File: config.mk
export PLATFORM = sky130hd
export DESIGN_NAME = key_frame_sampler
export DESIGN_NICKNAME = d
export VERILOG_FILES = /design/src/rtl/key_frame_sampler.sv
export SDC_FILE = /design/constraint.sdc
export NUM_CORES = 1
export LEC_CHECK = 0
export ABC_AREA = 1
export CORE_MARGIN = 8
export CORE_UTILIZATION = 25
export DETAILED_ROUTE_END_ITERATION = 16
export PLACE_DENSITY = 0.41
export SLEW_MARGIN = 10
export SYNTH_ARGS = -nofsm -noshare
export SYNTH_HDL_FRONTEND = slang
export SYNTH_SLANG_ARGS = --single-unit
File: constraint.sdc
create_clock -name CLOCK_50 -period 3.7 [get_ports CLOCK_50]
set_input_delay 0.74 -clock CLOCK_50 [delete_from_list [all_inputs] [get_ports CLOCK_50]]
set_output_delay 0.74 -clock CLOCK_50 [all_outputs]
set_load 0.005 [all_outputs]
File: src/rtl/key_frame_sampler.sv
// Purpose: synchronise, debounce and edge-detect push buttons, and latch presses once per video frame.
// Latency: key event visible DEBOUNCE_CYCLES+2 edges after the raw change; frame update 3 edges after VS fall.
// Backpressure: none; outputs are free-running registered pulses/levels with no handshake.
module key_frame_sampler #(
    parameter int N_KEYS          = 4,
    parameter int DEBOUNCE_CYCLES = 4,
    parameter int CNT_W           = $clog2(DEBOUNCE_CYCLES + 1)
) (
    input  logic              CLOCK_50,
    input  logic              RESET_N,
    input  logic [N_KEYS-1:0] KEY,
    input  logic              VGA_VS,
    output logic [N_KEYS-1:0] key_level,
    output logic [N_KEYS-1:0] key_press,
    output logic [N_KEYS-1:0] key_release,
    output logic [N_KEYS-1:0] frame_press,
    output logic              frame_valid
);

    // Counter value at which a persistent mismatch is accepted as a new level.
    localparam logic [CNT_W-1:0] CNT_LAST = CNT_W'(DEBOUNCE_CYCLES - 1);

    logic [N_KEYS-1:0] key_s1;
    logic [N_KEYS-1:0] key_s2;
    logic              vs_s1;
    logic              vs_s2;
    logic              vs_prev;
    logic [CNT_W-1:0]  cnt [N_KEYS];
    logic [N_KEYS-1:0] acc;
    logic              frame_boundary;

    // A frame closes on the falling edge of the synchronised (active-low) vertical sync.
    assign frame_boundary = vs_prev & ~vs_s2;

    // Two-flop synchronisers; reset to 1 so buttons read as released and VS as idle.
    always_ff @(posedge CLOCK_50) begin
        if (!RESET_N) begin
            key_s1  <= '1;
            key_s2  <= '1;
            vs_s1   <= 1'b1;
            vs_s2   <= 1'b1;
            vs_prev <= 1'b1;
        end else begin
            key_s1  <= KEY;
            key_s2  <= key_s1;
            vs_s1   <= VGA_VS;
            vs_s2   <= vs_s1;
            vs_prev <= vs_s2;
        end
    end

    // Per-channel debounce: a mismatch must persist DEBOUNCE_CYCLES edges before the level flips,
    // and the flip edge also raises exactly one press or release pulse.
    always_ff @(posedge CLOCK_50) begin
        if (!RESET_N) begin
            key_level   <= '0;
            key_press   <= '0;
            key_release <= '0;
            for (int i = 0; i < N_KEYS; i++) begin
                cnt[i] <= '0;
            end
        end else begin
            for (int i = 0; i < N_KEYS; i++) begin
                key_press[i]   <= 1'b0;
                key_release[i] <= 1'b0;
                if (~key_s2[i] == key_level[i]) begin
                    cnt[i] <= '0;
                end else if (cnt[i] == CNT_LAST) begin
                    key_level[i]   <= ~key_s2[i];
                    cnt[i]         <= '0;
                    key_press[i]   <= ~key_s2[i];
                    key_release[i] <= key_s2[i];
                end else begin
                    cnt[i] <= cnt[i] + CNT_W'(1);
                end
            end
        end
    end

    // Frame accumulator: a press coincident with the boundary is folded into the closing frame.
    always_ff @(posedge CLOCK_50) begin
        if (!RESET_N) begin
            acc         <= '0;
            frame_press <= '0;
            frame_valid <= 1'b0;
        end else if (frame_boundary) begin
            frame_press <= acc | key_press;
            acc         <= '0;
            frame_valid <= 1'b1;
        end else begin
            acc         <= acc | key_press;
            frame_valid <= 1'b0;
        end
    end

endmodule

==> out/qor.txt, run 1 <==
Outcome -> completed
Clock slew at reported path FFs -> 90 ps
First drt pass iteration count -> 4
Resized cells post-CTS -> 0
GRT overflow -> 0
Final ANT Viol Nets -> 0
Post-Route WL -> 2804 µm
Fin cells -> 287
IR drop worst, VDD -> 0.1237 mV
Critical path class -> in -> reg
RSZ-0062 raised after global routing -> false
Post-Synthesis Cells -> 170
Synth Area per Inst -> 9.774 µm²
Critical Path Fanout Max -> 15
Synth Warn # -> 0
Setup slack after placement -> 1355 ps
Achievable Freq -> 500.7 MHz
DR vias -> 1,086
Gpl congestion -> 0.6940
Total global-route track usage -> 6.590%
CP max stage delay -> 760 ps
Top-area cell type share of the netlist area -> 38.55%
Initial antenna violation count -> 0
Area delta synth->final -> 27.11%
Hold Buf Count CTS -> 0
Placed cell count -> 279
Seq/Total Area, Yosys -> 60.24%
Clock Path Buffers -> 2
Mapped Area -> 1662 µm²
Power Density -> 435.4 nW/µm²
Final layout net count -> 224
Area contributors post-synth -> dfxtp_1 39%, edfxtp_1 22%, nand2_1 7.0%
Commonest non-fill, non-tap cell in the layout -> dfxtp_1
Max_cap viols -> 0
Root Driver -> clkbuf_8
Worst setup EP type -> register
Die W -> 97.53 µm
Initial Util -> 26.02%
Setup TNS -> 0 ps
Starting DRT DRC Count -> 43
Critical Path AT -> 2160 ps
Worst min path class -> reg -> reg
Final HPWL DP -> 2087 µm
Setup Buffers After CTS -> 0
Layout cells sized above 1 -> 7.143%
Antenna diode count -> 0
Period utilization -> 53.98%
Setup violators final -> 0
PortBufs -> 23
Synth area leader -> dfxtp_1
Wirelength per Cell -> 9.770 µm
CP max stage cell -> clkdlybuf4s50_1
Skew-Pair Late Insertion Delay -> 290 ps
Commonest cells after routing, fill and taps aside -> 32 x dfxtp_1, 31 x nand2_1, 26 x inv_1, 23 x clkdlybuf4s50_1, 18 x nor2_1
# rows -> 29
Boundary Pins -> 24
Final min period -> 1997 ps
Fin area -> 2112 µm²
Global-route wire length before repair -> 5064 µm
Num CTS Buffers -> 5
Layout Skew -> 5.165 ps
CP Cell Sequence -> clkdlybuf4s50_1, buf_4, inv_8, nor2_4, nand3_1, nor2_1
Final hold vios -> 0
Drt drc -> 0
Final-report max-slew violation count -> 0
Largest net degree at the start of global routing -> 16
CP Launch Type -> input port
Area of placed instances -> 2001 µm²
Final setup margin -> 1703 ps
Flops & latches, synth -> 44
CTS tree -> yes
Yosys cell types -> 16
Die ar. -> 9511 µm²
Chip Height -> 97.53 µm
Critical path required time -> 3860 ps
Via density per instance -> 3.784
Vias in the first global route -> 1,122
H-tree levels -> 2
Leakage power -> 0.9484 nW
Power Total -> 0.0009196 W
Clk sink count -> 44
CORE AREA -> 6386 µm²
[worst max-delay path: cells and delay by family]
kind	cells	cell delay [ps]
buffers and inverters	3	1090
AND/OR/NAND/NOR	3	320
[Yosys cell counts]
master,number
conb_1,1
or2_1,9
dfxtp_1,32
nor2_4,4
nor2_1,18
nand2_1,31
a21oi_1,4
edfxtp_1,12
clkbuf_8,1
inv_1,26
or2_2,1
nand3_1,16
inv_8,1
ha_1,8
buf_6,2
nor3_1,4
[sequential cells by signal, summed over array words and instances (netlist names)]
name,flops
key_press,4
vs_prev,1
vs_s1,1
key_release,4
key_s1,4
vs_s2,1
key_level,4
acc,4
frame_valid,1
cnt,12
frame_press,4
key_s2,4
[layer usage]
metal / wire length (µm) / global-route usage [%] / share of wire, %
met4: 86 / 4.895 / 3.1
met5: 0 / 0 / 0
met3: 156 / 2.418 / 5.6
met1: 1369 / 7.696 / 49
met2: 1191 / 9.622 / 42
[kinds of logic after synthesis]
group                      share of synthesized area, %
buffers and inverters                             8.734
DFF                                               60.24
adders and majority gates                         6.024
and+or+nand+nor                                   23.57
other                                            0.2257
AOI/OAI and AO/OA                                 1.205
[power breakdown]
| part | internal (W) | switching (W) |
|---|---|---|
| Clock | 0.000200 | 0.000167 |
| Combinational | 0.0000182 | 0.0000237 |
| Sequential | 0.000506 | 0.00000457 |
[path summary, 6_finish.rpt]
kind | from | endpoint | slack, ps | cells past startpoint
max | RESET_N | cnt[2][0]$_SDFFCE_PN0P_ | 1700 | 6
min | key_s1[2]$_SDFF_PN1_ | key_s2[2]$_SDFF_PN1_ | 410 | 1
max reg2reg | cnt[0][0]$_SDFFCE_PN0P_ | cnt[0][0]$_SDFFCE_PN0P_ | 2350 | 5
min reg2reg | key_s1[2]$_SDFF_PN1_ | key_s2[2]$_SDFF_PN1_ | 410 | 1
[layout make-up]
| cell class | count | area, µm² |
|---|---|---|
| inverter | 27 | 108.9 |
| sequential | 44 | 1001 |
| multi-input combinational | 107 | 556.8 |
| clock inverter | 3 | 42.54 |
| timing repair buffer | 24 | 237.7 |
| clock buffer | 5 | 68.82 |
| fill | 668 | 4274 |
| tap | 77 | 96.34 |
[per-stage QoR]
| stage | utilization [%] | hold slack (ps) |
|---|---|---|
| finish | 33.07 | 410.9 |
| global route | 33.07 | 428.3 |
| CTS | 33.07 | 413.0 |
| floorplan | - | 385.5 |
| detailed placement | 31.33 | 390.8 |
| global placement | 31.33 | 392.0 |
(Power assumes the default switching activity.)
==> inputs of run 2 (changes only) <==
--- a/config.mk
+++ b/config.mk
@@ -9,7 +9,7 @@
 export CORE_MARGIN = 8
 export CORE_UTILIZATION = 25
 export DETAILED_ROUTE_END_ITERATION = 16
-export PLACE_DENSITY = 0.41
+export PLACE_DENSITY = 0.42
 export SLEW_MARGIN = 10
 export SYNTH_ARGS = -nofsm -noshare
 export SYNTH_HDL_FRONTEND = slang
==> constraint.sdc (replaced) <==
create_clock -name CLOCK_50 -period 1.6 [get_ports CLOCK_50]
set_input_delay 0.32 -clock CLOCK_50 [delete_from_list [all_inputs] [get_ports CLOCK_50]]
set_output_delay 0.32 -clock CLOCK_50 [all_outputs]
set_load 0.005 [all_outputs]
==> run 2 against run 1 <==
Critical path depth is 5 lower. Final area is 0.71% lower. Setup slack worse by 1600 ps. Hold slack worse by 6.6 ps. Non-clock buffer count stayed put. Flip-flop and latch count stayed put. Register-to-register slack worse by 2100 ps. First-iteration DRC count is 4.7% lower. Cell count stayed put. Combinational power is 140% higher. Critical path type is now reg -> out. Largest power group unchanged.
==> out/qor.txt, run 2 (synthesized netlist as in run 1, its figures left out) <==
Final min period -> 1532 ps
Area delta synth->final -> 26.20%
Boundary Pins -> 24 (unchanged)
Clock Path Buffers -> 2 (unchanged)
Final setup margin -> 68.09 ps (-1635 ps)
H-tree levels -> 2 (unchanged)
Setup Buffers After CTS -> 0 (unchanged)
CP max stage delay -> 530 ps (-230 ps)
Chip Height -> 97.53 µm (unchanged)
PortBufs -> 23 (unchanged)
Final hold vios -> 0 (unchanged)
Worst min path class -> reg -> reg
RSZ-0062 raised after global routing -> false
Setup TNS -> 0 ps (unchanged)
Skew-Pair Late Insertion Delay -> 290 ps (about the same)
CP Launch Type -> register
R2R Path Start -> cnt[1][0]$_SDFFCE_PN0P_
Commonest cells after routing, fill and taps aside -> 31 x nand2_1, 29 x dfxtp_1, 26 x inv_1, 23 x clkdlybuf4s50_1, 18 x nor2_1
Final HPWL DP -> 2032 µm (-2.6%)
CTS tree -> yes
Bufs and invs on worst path -> 1 (-2)
Final-report max-slew violation count -> 0 (unchanged)
Root Driver -> clkbuf_8
CORE AREA -> 6386 µm² (unchanged)
Outcome -> completed
Achievable Freq -> 652.8 MHz
GRT overflow -> 0 (unchanged)
IR drop worst, VDD -> 0.2775 mV (+120%)
Worst setup EP type -> primary output
Leakage power -> 0.9402 nW (-0.86%)
Total global-route track usage -> 6.384% (-0.21 points)
Initial antenna violation count -> 0 (unchanged)
Vias in the first global route -> 1,097 (-2.2%)
Hold Path Stages -> 1 (unchanged)
Clk sink count -> 44 (unchanged)
CP max stage cell -> clkdlybuf4s50_1
Die ar. -> 9511 µm² (unchanged)
Worst reg-to-reg path cell count -> 5 (unchanged)
Family with the most delay on the worst path -> buffers and inverters
Layout Skew -> 4.330 ps (-0.8341 ps)
Critical path class -> reg -> out
Die W -> 97.53 µm (unchanged)
Min-delay src -> key_s1[0]$_SDFF_PN1_
Reg2reg end -> cnt[1][0]$_SDFFCE_PN0P_
Antenna diode count -> 0 (unchanged)
Register with the most flip-flops -> cnt
Layout cells sized above 1 -> 7.143% (unchanged)
Setup violators final -> 0 (unchanged)
Power Density -> 927.5 nW/µm² (+110%)
Initial Util -> 26.02% (unchanged)
Power Total -> 0.001945 W (+110%)
Largest net degree at the start of global routing -> 19 (+3)
Wirelength per Cell -> 9.599 µm (-1.7%)
# rows -> 29 (unchanged)
Post-Route WL -> 2755 µm (-1.7%)
Setup slack after placement -> 29.57 ps (-1326 ps)
Num CTS Buffers -> 5 (unchanged)
Largest register FFs -> 12 (unchanged)
Clock slew at reported path FFs -> 80 ps (about the same)
Hold Buf Count CTS -> 0 (unchanged)
Critical Path Fanout Max -> 5 (-10)
Critical path required time -> 1280 ps (-2580 ps)
Global-route wire length before repair -> 4968 µm (-1.9%)
Final layout net count -> 224 (unchanged)
First drt pass iteration count -> 4 (unchanged)
Commonest non-fill, non-tap cell in the layout -> nand2_1
R2r setup slk -> 250 ps (-2100 ps)
Hold endpoint -> key_s2[0]$_SDFF_PN1_
Final ANT Viol Nets -> 0 (unchanged)
Gpl congestion -> 0.7460 (+7.5%)
Drt drc -> 0 (unchanged)
CP Cell Sequence -> clkdlybuf4s50_1
Max_cap viols -> 0 (unchanged)
Via density per instance -> 3.826 (+1.1%)
DR vias -> 1,098 (+1.1%)
Starting DRT DRC Count -> 41 (-4.7%)
Period utilization -> 95.74%
Critical Path AT -> 1210 ps (-950 ps)
-- run 2: cell types whose count changed in the layout (fill, tap and decap cells not counted) --
cell,delta
clkinv_2,-1
dfxtp_2,+3
dfxtp_1,-3
bufinv_16,-1
clkbuf_1,+2
clkinv_1,+1
buf_4,-1
buf_12,+1
clkinvlp_4,-1
-- run 2: layout make-up --
type,instances,area (µm²)
inverters,27,108.9
flip-flops and latches,44,1005
clock inverters,1,3.754
fillers,671,4289
well taps,77,96.34
clock buffers,7,76.32
repair buffers,24,250.2
multi-input cells,107,556.8
-- run 2: power breakdown --
group | internal, W | leakage, nW | switching, W | total [W]
Sequential | 0.00117 | 0.386 | 0.0000104 | 0.00118
Combinational | 0.0000455 | 0.515 | 0.0000558 | 0.000101
Clock | 0.000304 | 0.0399 | 0.000359 | 0.000663
-- run 2: how the worst max path moves through the flow --
stage / slack (ps) / endpoint / cells after the start / from
2_1_floorplan: 390 / cnt[0][0]$_SDFFCE_PN0P_ / 5 / cnt[0][0]$_SDFFCE_PN0P_
3_3_place_gp: 40 / cnt[2][0]$_SDFFCE_PN0P_ / 5 / RESET_N
3_5_place_dp: 30 / cnt[2][0]$_SDFFCE_PN0P_ / 5 / RESET_N
4_1_cts: 7 / key_level[2] / 1 / key_level[2]$_SDFFE_PN0P_
5_1_grt: 0.6 / key_level[1] / 1 / key_level[1]$_SDFFE_PN0P_
6_report: 70 / key_level[1] / 1 / key_level[1]$_SDFFE_PN0P_
-- run 2: stage by stage --
stage,instances,utilization (%),hold WS (ps),instance area (µm²)
after CTS,287,32.78,415.1,2093
after global placement,279,31.52,388.1,2013
after floorplan,181,-,385.5,1703
after detailed placement,279,31.52,393.1,2013
final,287,32.84,404.3,2097
after global routing,287,32.84,425.5,2097
-- run 2: routing by layer --
layer | vias to the layer above | track usage [%] | wire length [µm]
met5 | - | 0 | 0
met4 | 0 | 3.846 | 68
met3 | 5 | 2.632 | 172
met2 | 24 | 9.467 | 1142
met1 | 475 | 7.488 | 1373
li1 | 594 | - | -
-- run 2: timing repair --
action | 4_1_cts | 5_1_grt
endpoints found under the setup margin | 0 | 3
endpoints found under the hold margin | 0 | 0
resized for setup | 0 | 3
